## src/rtl/axi_mst_pkg.sv

```systemverilog
// Shared AXI constants, FSM state type and size helper for axi_burst_master.
package axi_mst_pkg;

  localparam logic [1:0] BURST_INCR  = 2'b01;
  localparam logic [1:0] RESP_OKAY   = 2'b00;
  localparam logic [1:0] RESP_EXOKAY = 2'b01;
  localparam logic [1:0] RESP_SLVERR = 2'b10;
  localparam logic [1:0] RESP_DECERR = 2'b11;

  typedef enum logic [2:0] {
    ST_IDLE,
    ST_RADDR,
    ST_RDATA,
    ST_WADDR,
    ST_WDATA,
    ST_WRESP,
    ST_DONE
  } state_e;

  function automatic logic [2:0] size_from_width(input int unsigned data_w);
    return 3'($clog2(data_w / 8));
  endfunction

endpackage

```

## src/rtl/axi_burst_master.sv

```systemverilog
// Single-outstanding AXI4 INCR burst initiator driven by a native request port.
// Optional 4 KB page-crossing rejection enabled by defining AXI_MST_4K_CHECK_EN.
//
// state    | meaning
// IDLE     | req_ready high, waiting for a request
// RADDR    | arvalid held until arready
// RDATA    | R beats passed through to the requester, counted to len
// WADDR    | awvalid held until awready
// WDATA    | requester beats passed through to W, wlast on beat len
// WRESP    | bready high until the write response arrives
// DONE     | one-cycle done/done_err pulse, then back to IDLE
module axi_burst_master
  import axi_mst_pkg::*;
#(
  parameter int ADDR_W = 32,
  parameter int DATA_W = 32,
  parameter int ID_W   = 4,
  parameter int LEN_W  = 8,
  parameter logic [ID_W-1:0] MST_ID = '0
) (
  input  logic                clk_i,
  input  logic                rst_ni,
  input  logic                req_valid,
  output logic                req_ready,
  input  logic                req_we,
  input  logic [ADDR_W-1:0]   req_addr,
  input  logic [LEN_W-1:0]    req_len,
  input  logic [DATA_W-1:0]   wr_data,
  input  logic [DATA_W/8-1:0] wr_strb,
  input  logic                wr_valid,
  output logic                wr_ready,
  output logic [DATA_W-1:0]   rd_data,
  output logic                rd_last,
  output logic                rd_valid,
  input  logic                rd_ready,
  output logic                done,
  output logic                done_err,
  output logic [ID_W-1:0]     awid,
  output logic [ADDR_W-1:0]   awaddr,
  output logic [LEN_W-1:0]    awlen,
  output logic [2:0]          awsize,
  output logic [1:0]          awburst,
  output logic                awvalid,
  input  logic                awready,
  output logic [DATA_W-1:0]   wdata,
  output logic [DATA_W/8-1:0] wstrb,
  output logic                wlast,
  output logic                wvalid,
  input  logic                wready,
  input  logic [ID_W-1:0]     bid,
  input  logic [1:0]          bresp,
  input  logic                bvalid,
  output logic                bready,
  output logic [ID_W-1:0]     arid,
  output logic [ADDR_W-1:0]   araddr,
  output logic [LEN_W-1:0]    arlen,
  output logic [2:0]          arsize,
  output logic [1:0]          arburst,
  output logic                arvalid,
  input  logic                arready,
  input  logic [ID_W-1:0]     rid,
  input  logic [DATA_W-1:0]   rdata,
  input  logic [1:0]          rresp,
  input  logic                rlast,
  input  logic                rvalid,
  output logic                rready
);

  localparam int         STRB_W = DATA_W / 8;
  localparam logic [2:0] AXSIZE = size_from_width(DATA_W);

  state_e            state;
  logic [ADDR_W-1:0] addr_q;
  logic [LEN_W-1:0]  len_q;
  logic [LEN_W-1:0]  cnt_q;
  logic              err_q;
  logic              req_ready_q;
  logic              awvalid_q;
  logic              arvalid_q;
  logic              bready_q;
  logic              done_q;
  logic              done_err_q;

  logic accept;
  logic w_hs;
  logic r_hs;
  logic cnt_last;
  logic r_err;
  logic cross_4k;

  assign accept   = req_valid && req_ready_q;
  assign cnt_last = (cnt_q == len_q);
  assign w_hs     = (state == ST_WDATA) && wr_valid && wready;
  assign r_hs     = (state == ST_RDATA) && rvalid && rd_ready;
  // A beat is bad if the slave flags it or its rlast disagrees with our count.
  assign r_err    = (rresp != RESP_OKAY) || (rlast != cnt_last);

`ifdef AXI_MST_4K_CHECK_EN
  logic [ADDR_W:0] last_byte;
  assign last_byte = {1'b0, req_addr}
                   + (ADDR_W+1)'((32'(req_len) + 32'd1) * 32'(STRB_W))
                   - (ADDR_W+1)'(1);
  assign cross_4k  = (last_byte[ADDR_W:12] != {1'b0, req_addr[ADDR_W-1:12]});
`else
  assign cross_4k  = 1'b0;
`endif

  assign req_ready = req_ready_q;
  assign done      = done_q;
  assign done_err  = done_err_q;

  assign awid    = MST_ID;
  assign awaddr  = addr_q;
  assign awlen   = len_q;
  assign awsize  = AXSIZE;
  assign awburst = BURST_INCR;
  assign awvalid = awvalid_q;

  assign arid    = MST_ID;
  assign araddr  = addr_q;
  assign arlen   = len_q;
  assign arsize  = AXSIZE;
  assign arburst = BURST_INCR;
  assign arvalid = arvalid_q;

  assign wdata    = wr_data;
  assign wstrb    = wr_strb;
  assign wvalid   = (state == ST_WDATA) && wr_valid;
  assign wr_ready = (state == ST_WDATA) && wready;
  assign wlast    = (state == ST_WDATA) && cnt_last;

  assign rd_data  = rdata;
  assign rd_last  = rlast;
  assign rd_valid = (state == ST_RDATA) && rvalid;
  assign rready   = (state == ST_RDATA) && rd_ready;

  assign bready = bready_q;

  always_ff @(posedge clk_i) begin
    if (!rst_ni) begin
      state       <= ST_IDLE;
      addr_q      <= '0;
      len_q       <= '0;
      cnt_q       <= '0;
      err_q       <= 1'b0;
      req_ready_q <= 1'b0;
      awvalid_q   <= 1'b0;
      arvalid_q   <= 1'b0;
      bready_q    <= 1'b0;
      done_q      <= 1'b0;
      done_err_q  <= 1'b0;
    end else begin
      done_q     <= 1'b0;
      done_err_q <= 1'b0;
      case (state)
        ST_IDLE: begin
          req_ready_q <= 1'b1;
          if (accept) begin
            req_ready_q <= 1'b0;
            addr_q      <= req_addr;
            len_q       <= req_len;
            cnt_q       <= '0;
            if (cross_4k) begin
              state      <= ST_DONE;
              done_q     <= 1'b1;
              done_err_q <= 1'b1;
            end else if (req_we) begin
              state     <= ST_WADDR;
              awvalid_q <= 1'b1;
            end else begin
              state     <= ST_RADDR;
              arvalid_q <= 1'b1;
            end
          end
        end
        ST_WADDR: begin
          if (awready) begin
            awvalid_q <= 1'b0;
            state     <= ST_WDATA;
          end
        end
        ST_WDATA: begin
          if (w_hs) begin
            if (cnt_last) begin
              state    <= ST_WRESP;
              bready_q <= 1'b1;
            end else begin
              cnt_q <= cnt_q + LEN_W'(1);
            end
          end
        end
        ST_WRESP: begin
          if (bvalid) begin
            bready_q   <= 1'b0;
            state      <= ST_DONE;
            done_q     <= 1'b1;
            done_err_q <= err_q || (bresp != RESP_OKAY);
          end
        end
        ST_RADDR: begin
          if (arready) begin
            arvalid_q <= 1'b0;
            state     <= ST_RDATA;
          end
        end
        ST_RDATA: begin
          // The burst is drained to len+1 beats even after an error.
          if (r_hs) begin
            if (r_err) err_q <= 1'b1;
            if (cnt_last) begin
              state      <= ST_DONE;
              done_q     <= 1'b1;
              done_err_q <= err_q || r_err;
            end else begin
              cnt_q <= cnt_q + LEN_W'(1);
            end
          end
        end
        ST_DONE: begin
          state       <= ST_IDLE;
          err_q       <= 1'b0;
          cnt_q       <= '0;
          req_ready_q <= 1'b1;
        end
        default: state <= ST_IDLE;
      endcase
    end
  end

endmodule

```

## config.mk

```make
export PLATFORM = sky130hd
export DESIGN_NAME = axi_burst_master
export DESIGN_NICKNAME = d
export VERILOG_FILES = /design/src/rtl/axi_mst_pkg.sv /design/src/rtl/axi_burst_master.sv
export SDC_FILE = /design/constraint.sdc
export NUM_CORES = 1
export LEC_CHECK = 0
export ABC_CLOCK_PERIOD_IN_PS = 1800
export BUFFER_PORTS_ARGS = -buffer_cell sky130_fd_sc_hd__buf_2
export CAP_MARGIN = 5
export CORE_AREA = 4 4 119 121
export CTS_BUF_LIST = sky130_fd_sc_hd__clkbuf_16
export DETAILED_ROUTE_END_ITERATION = 16
export DIE_AREA = 0 0 123 125
export MAX_ROUTING_LAYER = met4
export PLACE_DENSITY = 0.6
export SLEW_MARGIN = 30
export SYNTH_ARGS = -nofsm -noshare
export SYNTH_HDL_FRONTEND = slang
export SYNTH_SLANG_ARGS = --single-unit
```

## constraint.sdc

```tcl
create_clock -name clk_i -period 1.8 [get_ports clk_i]
set_clock_uncertainty 0.15 [all_clocks]
set_input_delay 0.36 -clock clk_i [delete_from_list [all_inputs] [get_ports clk_i]]
set_output_delay 0.36 -clock clk_i [all_outputs]
set_load 0.02 [all_outputs]
```

==> out/results.tsv, run 1 <==
stage	metric	value	unit
status	outcome	aborted with a tool error	
status	Halt Stage	detailed routing	
status	Err	[ERROR DRT-0255] Maze Route cannot find path of net rdata[10] in worker of routeBox ( 96600 96600 ) ( 123000 125000 ).	
global_route	first-pass GRT wire length	13970	µm
yosys	synth top area cells	dfxtp_1 33%, buf_4 27%, nand2_1 9.9%	
place	placed cell areas	3811	µm²
cts	total number of clock tree sinks	58	
yosys	Synth area leader	dfxtp_1	
place	Placed Instances	671	
place	dpl hpwl	7088	µm
yosys	most instantiated cells after synthesis	127 x buf_4, 94 x nand2_1, 58 x dfxtp_1, 41 x a21boi_1, 14 x nor2_1	
yosys	ys flop type	dfxtp_1	
place	PortBufs	147	
yosys	Seq cells post-synth	58	
global_route	initial antenna violation count	0	
yosys	Post-synth ARST share	0	%
yosys	Mapped Cells	443	
die	die width	123	µm
cts	Root Driver	clkbuf_16	
yosys	top cell type's share of synthesized area	32.72	%
global_route	Overflow after GRT	0	
place	Placer Congestion	0.8208	
die	# rows	42	
timing	post-GRT worst EP	wlast	
yosys	register area share after synthesis	32.72	%
cts	H-tree Lvls	3	
yosys	Post-synth EDFFs	0	
global_route	GRT Total Usage	11.85	%
die	Starting Density	27.12	%
global_route	largest net degree at the start of global routing	22	
die	die extent in y	125	µm
timing	worst_ep kind	top-level output	
yosys	Synth cell types	46	
cts	maximum clock path buffer count	2	
yosys	count leader, synth	buf_4	
yosys	Syn Area/Cell	8.010	µm²
yosys	Mapped Area	3548	µm²
yosys	synth warn	0	
global_route	number of global-route vias before repair	2883	
die	Ports	310	
cts	Num CTS Buffers	9	
place	pre-CTS WS	-0.03988	ns
## cell families after synthesis
logic type	Yosys count	synth area share, %
AND/OR/NAND/NOR	144	18.02
XOR/XNOR	10	2.468
buffers and inverters	150	29.72
multiplexers	4	1.128
AO/OA/AOI/OAI	74	15.37
adder cells (fa/ha/maj)	1	0.3526
flip-flops	58	32.72
other	2	0.2116
## per-layer routing
layer and global-route usage, %:
met1 11.29, met2 20.84, met3 3.884, met4 6.450, met5 -
## through the flow
stage / setup TNS, ns / hold WS, ns / util (%)
after floorplan: -0.0008915 / 0.3161 / -
after global routing: -1.193 / 0.1103 / 33.07
after detailed placement: -0.08412 / 0.3097 / 29.13
after CTS: -0.7095 / 0.1060 / 32.39
after global placement: -0.006530 / 0.2976 / 29.13
## repair_timing
action | CTS | global route
pin swaps | 3 | 7
hold endpoints to repair | 0 | 0
hold buffers | 0 | 0
resized for setup | 31 | 15
gates cloned | 1 | 0
endpoints found under the setup margin | 11 | 16
buffers inserted | 5 | 4
==> inputs of run 2 (changes only) <==
- ABC_CLOCK_PERIOD_IN_PS: 1800 -> 2350
- CORE_AREA: 4 4 119 121 -> unset
- CORE_MARGIN: unset -> 4
- CORE_UTILIZATION: unset -> 20
- CTS_BUF_LIST: sky130_fd_sc_hd__clkbuf_16 -> unset
- DIE_AREA: 0 0 123 125 -> unset
- MAX_ROUTING_LAYER: met4 -> unset
- PLACE_DENSITY: 0.6 -> unset
- PLACE_DENSITY_LB_ADDON: unset -> 0.15
- clock period: 1.8 -> 2.35 ns (I/O delays scaled with it)
==> out/results.tsv, run 2 <==
stage	metric	value	unit
cts	Root Driver	clkbuf_16	
setup_path	Crit path largest cell delay	0.41	ns
power_and_ir_drop	leakage power	1.873	nW
die	die area	19940	µm²
die	# rows	48	
setup_path	Crit. End Element	output pin	
setup_path	CP Launch Point	arlen[0]	
yosys	Synth cell types	46	
cells_and_area	commonest cells after routing, fill and taps aside	147 x buf_2, 93 x nand2_1, 53 x dfxtp_1, 41 x a21boi_1, 18 x conb_1	
yosys	Post-synth ARST share	0	%
place	placed cell areas	3661	µm²
yosys	top cell type's share of synthesized area	32.72	%
yosys	Syn Area/Cell	8.010	µm²
cts	CTS tree	built	
yosys	Seq cells post-synth	58	
die	core area	17360	µm²
timing	Final Critical Period	2.229	ns
flow_run	Max-Cap Viols	0	
setup_path	CP Class	reg -> out	
route	routed vias/inst	3.982	
setup_path	CP max-delay cell	dfxtp_1	
route	DRC viols	0	
setup_path	critical path data arrival time	1.61	ns
yosys	ys flop type	dfxtp_1	
global_route	initial antenna violation count	0	
timing	fin crit share	94.85	%
global_route	number of global-route vias before repair	2769	
die	Ports	310	
setup_path	CP Capture Point	wlast	
timing	fin. max-slew vios	0	
route	drt first pass iters	4	
setup_path	Critical Path, Cell by Cell	xnor2_1 -> nand4_2 -> nor4_4 -> buf_2	
setup_path	r2r setup slk	0.40	ns
die	Starting Density	20.44	%
setup_path	Worst R2R Start	arlen[0]	
setup_path	Critical Path RT	1.73	ns
cells_and_area	max reg flops	32	
yosys	count leader, synth	buf_4	
global_route	Overflow after GRT	0	
timing	final hold vios	0	
cells_and_area	Finished Core Util	22.91	%
setup_path	Critical R2R Capture	cnt_q[5]	
cells_and_area	# diodes	0	
cts	H-tree Lvls	3	
yosys	most instantiated cells after synthesis	127 x buf_4, 94 x nand2_1, 58 x dfxtp_1, 41 x a21boi_1, 14 x nor2_1	
die	die extent in y	141.2	µm
cells_and_area	net total in the final layout	616	
yosys	Post-synth EDFFs	0	
place	Placer Congestion	0.7575	
route	initial drt markers	150	
cells_and_area	Area Growth Syn to Fin	12.06	%
timing	Setup TNS Final	0	ns
power_and_ir_drop	PD cells	1017	nW/µm²
place	PortBufs	147	
cts	Post-CTS Hold Buffers	0	
power_and_ir_drop	VDD IR max	0.3002	mV
cts	total number of clock tree sinks	58	
cts	maximum clock path buffer count	2	
route	routed wire length	9802	µm
setup_path	CP max FO	4	
yosys	Synth area leader	dfxtp_1	
cells_and_area	commonest non-fill, non-tap cell in the layout	buf_2	
cells_and_area	fin area	3976	µm²
setup_path	worst reg2reg path depth	8	
route	DR WL/cell	13.77	µm
cts	Reg clk slew, reported paths	0.05	ns
global_route	GRT Total Usage	9.831	%
setup_path	Worst setup SP type	flip-flop	
status	outcome	finished clean	
cts	Clock Latency Late Sink	0.33	ns
global_route	first-pass GRT wire length	15230	µm
yosys	Mapped Cells	443	
timing	final setup vio count	0	
place	dpl hpwl	7318	µm
yosys	register area share after synthesis	32.72	%
die	die width	141.2	µm
yosys	Mapped Area	3548	µm²
yosys	synth top area cells	dfxtp_1 33%, buf_4 27%, nand2_1 9.9%	
cells_and_area	share of cells above drive strength 1	38.81	%
route	remaining antenna violation count	0	
power_and_ir_drop	Final Total Pwr	0.004044	W
global_route	largest net degree at the start of global routing	31	
hold_path	type of the tightest min-delay check	in -> reg	
timing	fmax	0.4486	GHz
timing	RSZ-0062 raised after global routing	no	
yosys	synth warn	0	
cts	Num CTS Buffers	9	
route	via count	2835	
==> run 2: worst min-delay path by stage <==
stage	start	end	depth (start not counted)
floorplan	cnt_q[1]	cnt_q[1]	2
global placement	araddr[8]	araddr[8]	2
detailed placement	araddr[22]	araddr[22]	2
CTS	req_addr[25]	araddr[25]	3
global route	req_addr[3]	araddr[3]	3
finish	req_len[6]	arlen[6]	3
==> run 2: stage by stage <==
| step | std cells | worst slack [ns] | hold WS [ns] |
|---|---|---|---|
| after floorplan | 459 | 0.1623 | 0.3161 |
| after global placement | 695 | 0.2454 | 0.2993 |
| after detailed placement | 695 | 0.2392 | 0.3062 |
| after CTS | 710 | 0.03168 | 0.2021 |
| after global routing | 712 | 0.004537 | 0.2157 |
| final | 712 | 0.1210 | 0.2197 |
==> run 2: where the power goes <==
part           internal (W)  switching [W]  total, W
logic              0.000551       0.000982   0.00153
clock network      0.000758       0.000447   0.00120
registers           0.00114       0.000169   0.00131
total               0.00245        0.00160   0.00404
==> run 2: kinds of logic after synthesis <==
logic type | count (synthesis) | synth area share, %
compound gates | 74 | 15.37
xor+xnor | 10 | 2.468
fa+ha+maj | 1 | 0.3526
buf+inv | 150 | 29.72
flops | 58 | 32.72
mux | 4 | 1.128
other cells | 2 | 0.2116
simple gates | 144 | 18.02
==> run 2: per-layer routing <==
| layer | global-route usage, % | up-vias | wire [µm] | share of wire, % |
|---|---|---|---|---|
| li1 | - | 1383 | - | - |
| met1 | 10.92 | 1300 | 3907 | 40 |
| met2 | 16.20 | 110 | 4648 | 47 |
| met3 | 2.612 | 42 | 819 | 8.4 |
| met4 | 7.037 | 0 | 427 | 4.4 |
| met5 | 0 | - | 0 | 0 |
==> run 2: timing repair <==
action | CTS | global route
setup endpoints to repair | 3 | 1
pin swaps | 0 | 3
gates resized for setup | 4 | 4
setup buffers | 0 | 2
==> run 2: area by class of cell <==
cell class	instances	area (µm²)
fill	1971	13380
multi-input combinational	251	1419
sequential	58	1167
timing repair buffer	158	818.3
tap	225	281.5
clock buffer	12	256.5
inverter	5	18.77
clock inverter	3	15.01
==> run 2: critical path: cells and delay by family, from the launching register on <==
family,cells,cell delay (ns)
and+or+nand+nor,2,0.48
DFF,1,0.41
buffers and inverters,1,0.22
xor gates and xnor gates,1,0.17
Note: power is estimated with default switching activity, not from simulation.
==> inputs of run 3 (changes only) <==
- CORE_AREA: unset -> 4 4 119 121
- CORE_MARGIN: 4 -> unset
- CORE_UTILIZATION: 20 -> unset
- DIE_AREA: unset -> 0 0 123 125
==> out/results.tsv, run 3 (synthesis results as in run 2) <==
stage	metric	value	unit
status	outcome	finished clean	
route	DR WL/cell	13.65	µm
cts	Clock Latency Late Sink	0.32	ns
die	die width	123	µm
cells_and_area	max reg flops	32	
cells_and_area	# diodes	0	
cts	CTS tree	built	
die	core area	13090	µm²
power_and_ir_drop	leakage power	1.881	nW
place	pre-CTS WS	0.2378	ns
power_and_ir_drop	PD cells	1011	nW/µm²
setup_path	CP max FO	4	
cells_and_area	commonest cells after routing, fill and taps aside	146 x buf_2, 94 x nand2_1, 51 x dfxtp_1, 41 x a21boi_1, 18 x conb_1	
route	remaining antenna violation count	0	
global_route	GRT Total Usage	11.42	%
route	routed vias/inst	4.247	
cells_and_area	commonest non-fill, non-tap cell in the layout	buf_2	
timing	final setup vio count	0	
timing	RSZ-0062 raised after global routing	no	
timing	final hold vios	0	
global_route	initial antenna violation count	0	
cells_and_area	register area	1170	µm²
cells_and_area	net total in the final layout	617	
setup_path	Critical Path RT	1.73	ns
setup_path	CP max-delay cell	dfxtp_1	
place	Placer Congestion	0.7203	
setup_path	worst path bufs/invs	1	
timing	fin. max-slew vios	0	
cts	Reg clk slew, reported paths	0.05	ns
power_and_ir_drop	VDD IR max	0.2868	mV
die	Ports	310	
global_route	number of global-route vias before repair	2727	
setup_path	Top delay family on crit path	simple AND/OR/NAND/NOR gates	
cells_and_area	Finished Core Util	30.19	%
cts	H-tree Lvls	3	
flow_run	Max-Cap Viols	0	
cts	maximum clock path buffer count	2	
die	# rows	42	
die	die area	15380	µm²
timing	fin crit share	93.41	%
timing	setup ws final	0.1549	ns
place	PortBufs	147	
place	dpl hpwl	6930	µm
cells_and_area	share of cells above drive strength 1	39.47	%
setup_path	CP Class	reg -> out	
cells_and_area	area of the multi-input gates	1448	µm²
global_route	largest net degree at the start of global routing	25	
global_route	first-pass GRT wire length	13910	µm
cts	Num CTS Buffers	9	
route	DRC viols	0	
cts	total number of clock tree sinks	58	
cells_and_area	number of fill cells	1446	
cells_and_area	Area Growth Syn to Fin	11.32	%
setup_path	Critical Path, Cell by Cell	xnor2_2 -> nand4_4 -> nor4_4 -> buf_4	
die	Starting Density	27.12	%
route	initial drt markers	123	
setup_path	Crit. End Element	output pin	
route	routed wire length	9080	µm
timing	Setup TNS Final	0	ns
cts	Root Driver	clkbuf_16	
route	drt first pass iters	5	
hold_path	type of the tightest min-delay check	in -> reg	
route	via count	2824	
die	die extent in y	125	µm
global_route	Overflow after GRT	0	
setup_path	critical path data arrival time	1.58	ns
setup_path	Worst setup SP type	flip-flop	
timing	fmax	0.4556	GHz
timing	Final Critical Period	2.195	ns
setup_path	Crit path largest cell delay	0.41	ns
==> run 3: changes by cell type in the layout (fill, tap and decap cells not counted) <==
cell	before	now
xnor2_1	9	6
xnor2_2	1	4
buf_4	11	13
clkbuf_1	1	3
dfxtp_1	53	51
dfxtp_2	5	7
buf_2	147	146
clkbuf_8	2	1
nand2_1	93	94
nand2_2	1	0
nand4_2	2	1
nand4_4	0	1
==> run 3: timing repair <==
item / in CTS / in global routing
resized for setup: 2 / 13
pin swaps: 0 / 2
endpoints found under the setup margin: 1 / 3
buffers inserted: 0 / 1
hold endpoints to repair: 0 / 0
hold buffers: 0 / 0
==> run 3: layout make-up <==
| type | count | share of cell area [%] |
|---|---|---|
| clock buffers | 13 | 6.335 |
| well taps | 176 | 5.575 |
| repair buffers | 159 | 20.97 |
| flip-flops and latches | 58 | 29.62 |
| inverters | 5 | 0.4751 |
| multi-input cells | 251 | 36.65 |
| clock inverters | 3 | 0.3801 |
==> run 3: power breakdown <==
part / internal [W] / switching, W / total [W]
registers: 0.00114 / 0.000163 / 0.00130
clock network: 0.000736 / 0.000433 / 0.00117
logic: 0.000553 / 0.000972 / 0.00153
==> run 3: path summary, 6_finish.rpt <==
| kind | end | slack (ns) | from | cells past startpoint |
|---|---|---|---|---|
| setup / recovery | wlast | 0.15 | arlen[7] | 4 |
| hold / removal | araddr[3] | 0.23 | req_addr[3] | 3 |
| setup reg to reg | cnt_q[5] | 0.45 | arlen[7] | 8 |
| hold reg to reg | araddr[8] | 0.31 | araddr[8] | 2 |
==> run 3: worst register-to-register path, cell delays in order (launching register included) <==
cell	delay (ns)
dfxtp_1	0.41
xnor2_2	0.16
nand4_4	0.17
buf_4	0.18
nor3_1	0.21
a211oi_2	0.07
buf_4	0.18
nand4_1	0.12
mux2i_1	0.18
==> run 3: per-layer routing <==
layer  vias to the layer above  share of wire, %  global-route usage [%]
met4                         0               1.8                   4.365
met5                         -                 0                       0
met3                        23               9.1                   3.523
met2                       126                49                   19.94
met1                      1298                41                   12.90
li1                       1377                 -                       -
==> run 3: through the flow <==
step                instances  instance area, µm²  total power, W  hold slack (ns)
floorplan                 459                3608        0.002628           0.3161
global placement          648                3612        0.002804           0.2995
detailed placement        648                3612        0.002812           0.3056
CTS                       664                3892        0.004045           0.2162
global route              665                3950        0.004287           0.2315
finish                    665                3950        0.003994           0.2333
